<file path="config.mk">
export PLATFORM = sky130hd
export DESIGN_NAME = serial_adder
export DESIGN_NICKNAME = d
export VERILOG_FILES = /design/src/rtl/serial_adder.sv
export SDC_FILE = /design/constraint.sdc
export NUM_CORES = 1
export LEC_CHECK = 0
export CAP_MARGIN = 20
export CORE_UTILIZATION = 50
export CTS_CLUSTER_SIZE = 14
export DETAILED_ROUTE_END_ITERATION = 6
export PLACE_DENSITY = 0.86
export SYNTH_ARGS = -nofsm -noshare
export SYNTH_HDL_FRONTEND = slang
export SYNTH_SLANG_ARGS = --single-unit
</file>
<file path="constraint.sdc">
create_clock -name clk -period 1.75 [get_ports clk]
set_clock_uncertainty 0.05 [all_clocks]
set_input_delay 0.35 -clock clk [delete_from_list [all_inputs] [get_ports clk]]
set_output_delay 0.35 -clock clk [all_outputs]
set_load 0.03 [all_outputs]
</file>
<file path="src/rtl/serial_adder.sv">
// Bit-serial LSB-first adder: one full-adder cell plus a carry flop, one bit per clock.
// Operands are latched on an accepted start; sum/carry are presented with a one-cycle done pulse.
module serial_adder #(
    parameter int WIDTH = 8
) (
    input  logic             clk,
    input  logic             rst_n,
    input  logic             start,
    input  logic [WIDTH-1:0] a,
    input  logic [WIDTH-1:0] b,
    output logic             busy,
    output logic             done,
    output logic [WIDTH-1:0] sum,
    output logic             carry,
    output logic             sum_bit,
    output logic             sum_bit_valid
);
    localparam int CW = (WIDTH > 1) ? $clog2(WIDTH) : 1;

    typedef enum logic [1:0] {IDLE, RUN, DONE} state_t;

    state_t           state_q, state_d;
    logic [WIDTH-1:0] a_sh_q, a_sh_d;
    logic [WIDTH-1:0] b_sh_q, b_sh_d;
    logic [WIDTH-1:0] sum_q, sum_d;
    logic [CW-1:0]    cnt_q, cnt_d;
    logic             c_q, c_d;
    logic             carry_q, carry_d;

    // Full adder as two half adders joined by an OR on their carries.
    logic ha1_s, ha1_c, ha2_s, ha2_c, fa_s, fa_c;
    assign ha1_s = a_sh_q[0] ^ b_sh_q[0];
    assign ha1_c = a_sh_q[0] & b_sh_q[0];
    assign ha2_s = ha1_s ^ c_q;
    assign ha2_c = ha1_s & c_q;
    assign fa_s  = ha2_s;
    assign fa_c  = ha1_c | ha2_c;

    always_comb begin
        state_d = state_q;
        a_sh_d  = a_sh_q;
        b_sh_d  = b_sh_q;
        sum_d   = sum_q;
        cnt_d   = cnt_q;
        c_d     = c_q;
        carry_d = carry_q;
        case (state_q)
            IDLE: begin
                if (start) begin
                    a_sh_d  = a;
                    b_sh_d  = b;
                    c_d     = 1'b0;
                    cnt_d   = '0;
                    sum_d   = '0;
                    carry_d = 1'b0;
                    state_d = RUN;
                end
            end
            RUN: begin
                c_d    = fa_c;
                a_sh_d = a_sh_q >> 1;
                b_sh_d = b_sh_q >> 1;
                // Sum bits enter at the MSB so the LSB ends up in bit 0 after WIDTH shifts.
                sum_d            = sum_q >> 1;
                sum_d[WIDTH-1]   = fa_s;
                cnt_d            = cnt_q + CW'(1);
                if (cnt_q == CW'(WIDTH - 1)) begin
                    carry_d = fa_c;
                    state_d = DONE;
                end
            end
            DONE: state_d = IDLE;
            default: state_d = IDLE;
        endcase
    end

    always_ff @(posedge clk) begin
        if (!rst_n) begin
            state_q <= IDLE;
            a_sh_q  <= '0;
            b_sh_q  <= '0;
            sum_q   <= '0;
            cnt_q   <= '0;
            c_q     <= 1'b0;
            carry_q <= 1'b0;
        end else begin
            state_q <= state_d;
            a_sh_q  <= a_sh_d;
            b_sh_q  <= b_sh_d;
            sum_q   <= sum_d;
            cnt_q   <= cnt_d;
            c_q     <= c_d;
            carry_q <= carry_d;
        end
    end

    assign busy          = (state_q == RUN) || (state_q == DONE);
    assign done          = (state_q == DONE);
    assign sum           = sum_q;
    assign carry         = carry_q;
    assign sum_bit_valid = (state_q == RUN);
    assign sum_bit       = (state_q == RUN) & fa_s;
endmodule

</file>
Word-level counts from Yosys, hierarchy flattened --
Index checks and enable logic that the tools add are counted.
Storage, ports and cells: register bits after elaboration 31, word-level logic and storage cells 40, bits of input ports 19, output and inout port bits 13
Cells by class: equality and inequality tests 5, $add $sub $neg 1, reduce and logical (&&, ||, !) cells 6, mux-type cells 15, bitwise gates (word level) 6
Operators with widths (number):
- $pmux W8 S2 | 3
- $mux W8 | 3
- $pmux W3 S2 | 1
- $mux W2 | 2
- $pmux W1 S2 | 2
- $pmux W2 S2 | 1
- $reduce_and A2 Y1 | 2
- $add A3 B1 Y3 const B | 1
- $and A1 B1 Y1 | 3
- $eq A3 B3 Y1 const B | 1
- $mux W3 | 1
- $reduce_and A3 Y1 | 1
- $eq A2 B1 Y1 const B | 1
- $eq A2 B2 Y1 const B | 1
- $logic_not A2 Y1 | 1
- $mux W1 | 2
- $ne A2 B1 Y1 const B | 1
- $ne A2 B2 Y1 const B | 1
- $reduce_bool A2 Y1 | 1
- $xor A1 B1 Y1 | 2
- $logic_or A1 B1 Y1 | 1
- $or A1 B1 Y1 | 1

Longest topological paths before layout --
depth after elaboration 5, gate-level depth with buffers 7, depth with buffers taken out 5

Worst setup path after synthesis --
No wires, ideal clock.
kind flip-flop to output port, start reg state_q[1], end out sum_bit, required time 1.350 ns, buffers on the path 2, arrival 1.395 ns, setup slack -0.045 ns, cell stages (with the launch flop) 6, cell sequence dfxtp_1 > inv_1 > ha_1 > buf_6 > buf_2 > and2_1
Between the ends: longest elaborated chain between the ends 2
Ends and longest elaborated chain:
- start, declared | line 22 | state_t state_q, state_d;
- start signal, assigned | line 87 | state_q <= state_d;
- $eq A2 B1 Y1
- net sum_bit_valid | line 16 | output logic sum_bit_valid
- $and A1 B1 Y1 | line 102 | assign sum_bit = (state_q == RUN) & fa_s;
- end, declared | line 15 | output logic sum_bit,
The timed path passes the listed nets, and every way through them passes these cells.

Final worst setup path --
start reg a_sh_q[0], end out sum_bit
Between the ends: longest elaborated chain between the ends 3
Ends and longest elaborated chain:
- start, declared | line 23 | logic [WIDTH-1:0] a_sh_q, a_sh_d;
- start signal, assigned | line 88 | a_sh_q <= a_sh_d;
- $xor A1 B1 Y1 | line 32 | assign ha1_s = a_sh_q[0] ^ b_sh_q[0];
- $xor A1 B1 Y1 | line 34 | assign ha2_s = ha1_s ^ c_q;
- $and A1 B1 Y1 | line 102
Every way passes these cells.

==> results by group <==
Timing
  – Fmax achieved: between 500 and 600 MHz
  – Final WS setup: -149.1 ps
  – Max Transition Viols Final: 0
  – Setup repair after global routing missed its margin: yes
  – Final period util: 108.5%
  – Crit path time final: approximately 1900 ps
  – Slew margin rel.: roughly 80%
  – Final setup viols: 1
  – Slew @ Worst Pin: slightly above 300 ps
  – Final hold vios: 0

Synthesis
  – Post-Syn Area per Cell: ~11 µm²
  – Post-synth top area share: about two fifths
  – Synth async-reset ratio: 0%
  – Top cells by area, synth: dfxtp_1 41%, mux2i_1 9.3%, o211a_1 9.3%, a32oi_1 6.4%, ha_1 5.8%
  – Yosys reg bits: 31
  – Gate Count Post-Synth: between 100 and 150
  – Cell Area, Synth: 0.001504 mm²
  – EDFF count, synth: 0
  – Synth warnings: 0
  – Top cells by count, synth: 31 x dfxtp_1, 17 x nand2_1, 14 x mux2i_1, 14 x o211a_1, 13 x nor2b_1
  – Synth area leader: dfxtp_1
  – Post-synthesis net count: 169
  – Cell with the most instances after synthesis: dfxtp_1
  – Post-synthesis sequential area ratio: 41.26%
  – Synth Flop Type: dfxtp_1
  – Yosys cell types: 26

Floorplan
  – Placeable Area: about 0.0028 mm²
  – Die Y: roughly 57 µm
  – Initial Utilization: between 50 and 60%
  – Ports: 32
  – Std cell rows: 19
  – Die width: 56.85 µm
  – Die area: approximately 0.0032 mm²

Worst setup path
  – Crit path kind: reg -> out
  – Worst R2R End: b_sh_q[6]
  – Setup crit start: a_sh_q[0]
  – RR Startpoint: state_q[0]
  – Worst setup EP type: primary output
  – WP data required: about 1400 ps
  – R2R depth: 4
  – Maximum fanout along the worst path: 2
  – Worst setup path end: sum_bit
  – R2r setup slk: about 130 ps
  – Crit path DAT: ~1500 ps
  – Worst Setup Start Kind: register

Cells and area
  – Share of cells above drive strength 1: 16.38%
  – Fillers: around 220
  – N_diodes: 0
  – Fin util: 68.06%
  – Nets@finish: between 200 and 250
  – Area growth, synth to finish: 26.96%

Place
  – Final GP Congestion: 0.6734
  – Pre-CTS WS: between 50 and 60 ps
  – Post-DP HPWL: just under 2000 µm
  – PortBufs: 31

Drt
  – DR WL/cell: approximately 14 µm
  – DRT iter0 DRCs: 22
  – WL final: between 2000 and 3000 µm
  – Via count: about 1200
  – Detailed Routing Iterations Pass 1: 6
  – DR vias/cell: between 5 and 6
  – Post-route DRC: 4
  – Final ANT Viol Nets: 0

Global route
  – Largest net degree at the start of global routing: 32
  – GRT Total Usage: roughly 20%
  – Number of global-route vias before repair: ~1100
  – First-pass GRT wire length: slightly below 5000 µm
  – Congestion Overflow GR: 0
  – Initial antenna violation count: 0

Pwr
  – Leakage: around 0.9 nW
  – Peak supply drop: 0.8734 mV
  – P per Cell Area: about 1500 mW/mm²

Clock tree
  – Clk sinks: 31
  – TritonCTS Buffers: 5
  – Worst-Skew Late Latency: between 300 and 400 ps
  – Worst-path clk slew: ~90 ps
  – Max H-tree Level: 2
  – Root Buffer: clkbuf_4
  – CTS tree: done
  – Clk buf depth: 2

Status
  – Status: finished with violations
  – Failing checks: design-rule violations, negative setup slack

Job
  – # Max-Cap Violations: 0

Min path
  – Worst Hold Class: reg -> reg
power by group:
group	internal, mW	leakage, nW	switching (mW)
Clock	0.236	0.0386	0.234
Combinational	0.640	0.593	0.731
Sequential	0.893	0.255	0.113
Total	1.77	0.886	1.08
state kept, by name, summed over array words and instances, names as in the netlist:
register,count
cnt_q,3
b_sh_q,8
a_sh_q,8
state_q,2
sum,8
carry,1
c_q,1
cell families after synthesis:
group           synth area share (%)
flops                          41.26
mux                            11.23
simple gates                   13.48
fa+ha+maj                      7.155
buf+inv                        6.656
compound gates                 20.22
worst max-delay path: stages (launching register included):
cell	delay, ps
dfxtp_2	340
fa_1	570
and2_4	150
buf_6	120
final cells by class:
| type | instances | area, µm² | share of cell area [%] |
|---|---|---|---|
| Sequential cell | 31 | 626.9 | 32.83 |
| Timing Repair Buffer | 39 | 369.1 | 19.33 |
| Inverter | 2 | 7.507 | 0.3932 |
| Tap cell | 31 | 38.79 | 2.031 |
| Multi-Input combinational cell | 97 | 798.3 | 41.81 |
| Clock buffer | 8 | 68.82 | 3.604 |
metrics by stage:
step           power (mW)  TNS (ps)  cell area, µm²  instances  hold slack [ps]
4_1_cts             2.858    -163.8            1906        208            405.8
6_report            2.847    -149.1            1909        208            407.3
3_3_place_gp        2.263         0            1821        199            388.4
3_5_place_dp        2.326         0            1821        199            392.9
5_1_grt             3.050    -213.1            1909        208            431.9
2_1_floorplan       2.069         0            1506        142            380.4
cell usage in the layout (no fill, tap or decap):
master / synthesis / final
clkdlybuf4s15_2: 0 / 1
nand4_1: 1 / 1
ha_4: 0 / 1
buf_4: 1 / 9
a32oi_1: 11 / 11
inv_1: 2 / 1
dfxtp_4: 0 / 1
mux2i_1: 14 / 14
dfxtp_2: 0 / 2
o21ai_2: 1 / 1
buf_12: 0 / 1
clkbuf_8: 0 / 2
inv_2: 0 / 1
buf_6: 5 / 1
fa_1: 1 / 1
dlygate4sd2_1: 0 / 9
nand2b_1: 2 / 2
nand3b_1: 3 / 3
mux2_4: 1 / 1
a21boi_2: 1 / 1
nor2b_1: 13 / 13
mux2i_2: 1 / 1
a21boi_0: 2 / 2
nand3_1: 2 / 2
a21boi_1: 3 / 3
and2_4: 0 / 1
o211a_1: 14 / 14
o21ai_0: 2 / 2
ha_1: 7 / 6
dfxtp_1: 31 / 28
clkbuf_4: 1 / 5
nand2_1: 17 / 17
clkdlybuf4s50_1: 0 / 18
clkbuf_1: 3 / 1
worst min path at each step:
| stage | startpoint | endpoint | slack, ps | depth (start not counted) |
|---|---|---|---|---|
| floorplan | a_sh_q[7] | a_sh_q[7] | 380 | 2 |
| global placement | a_sh_q[7] | a_sh_q[7] | 390 | 2 |
| detailed placement | a_sh_q[7] | a_sh_q[7] | 390 | 2 |
| CTS | a_sh_q[7] | a_sh_q[7] | 410 | 2 |
| global route | a_sh_q[7] | a_sh_q[7] | 430 | 2 |
| finish | a_sh_q[7] | a_sh_q[7] | 410 | 2 |
routing by layer:
metal / wire [µm] / track usage, % / vias to the layer above
li1: - / - / 583
met1: 1313 / 23.62 / 541
met2: 1344 / 32.48 / 25
met3: 138 / 7.143 / 6
met4: 60 / 8.362 / 0
met5: 0 / 0 / -
repair_timing:
item / in CTS / in global routing
setup buffers: 1 / 0
setup endpoints to repair: 12 / 7
hold buffers: 0 / 0
gates resized for setup: 17 / 3
Note: power is estimated with default switching activity, not from simulation.
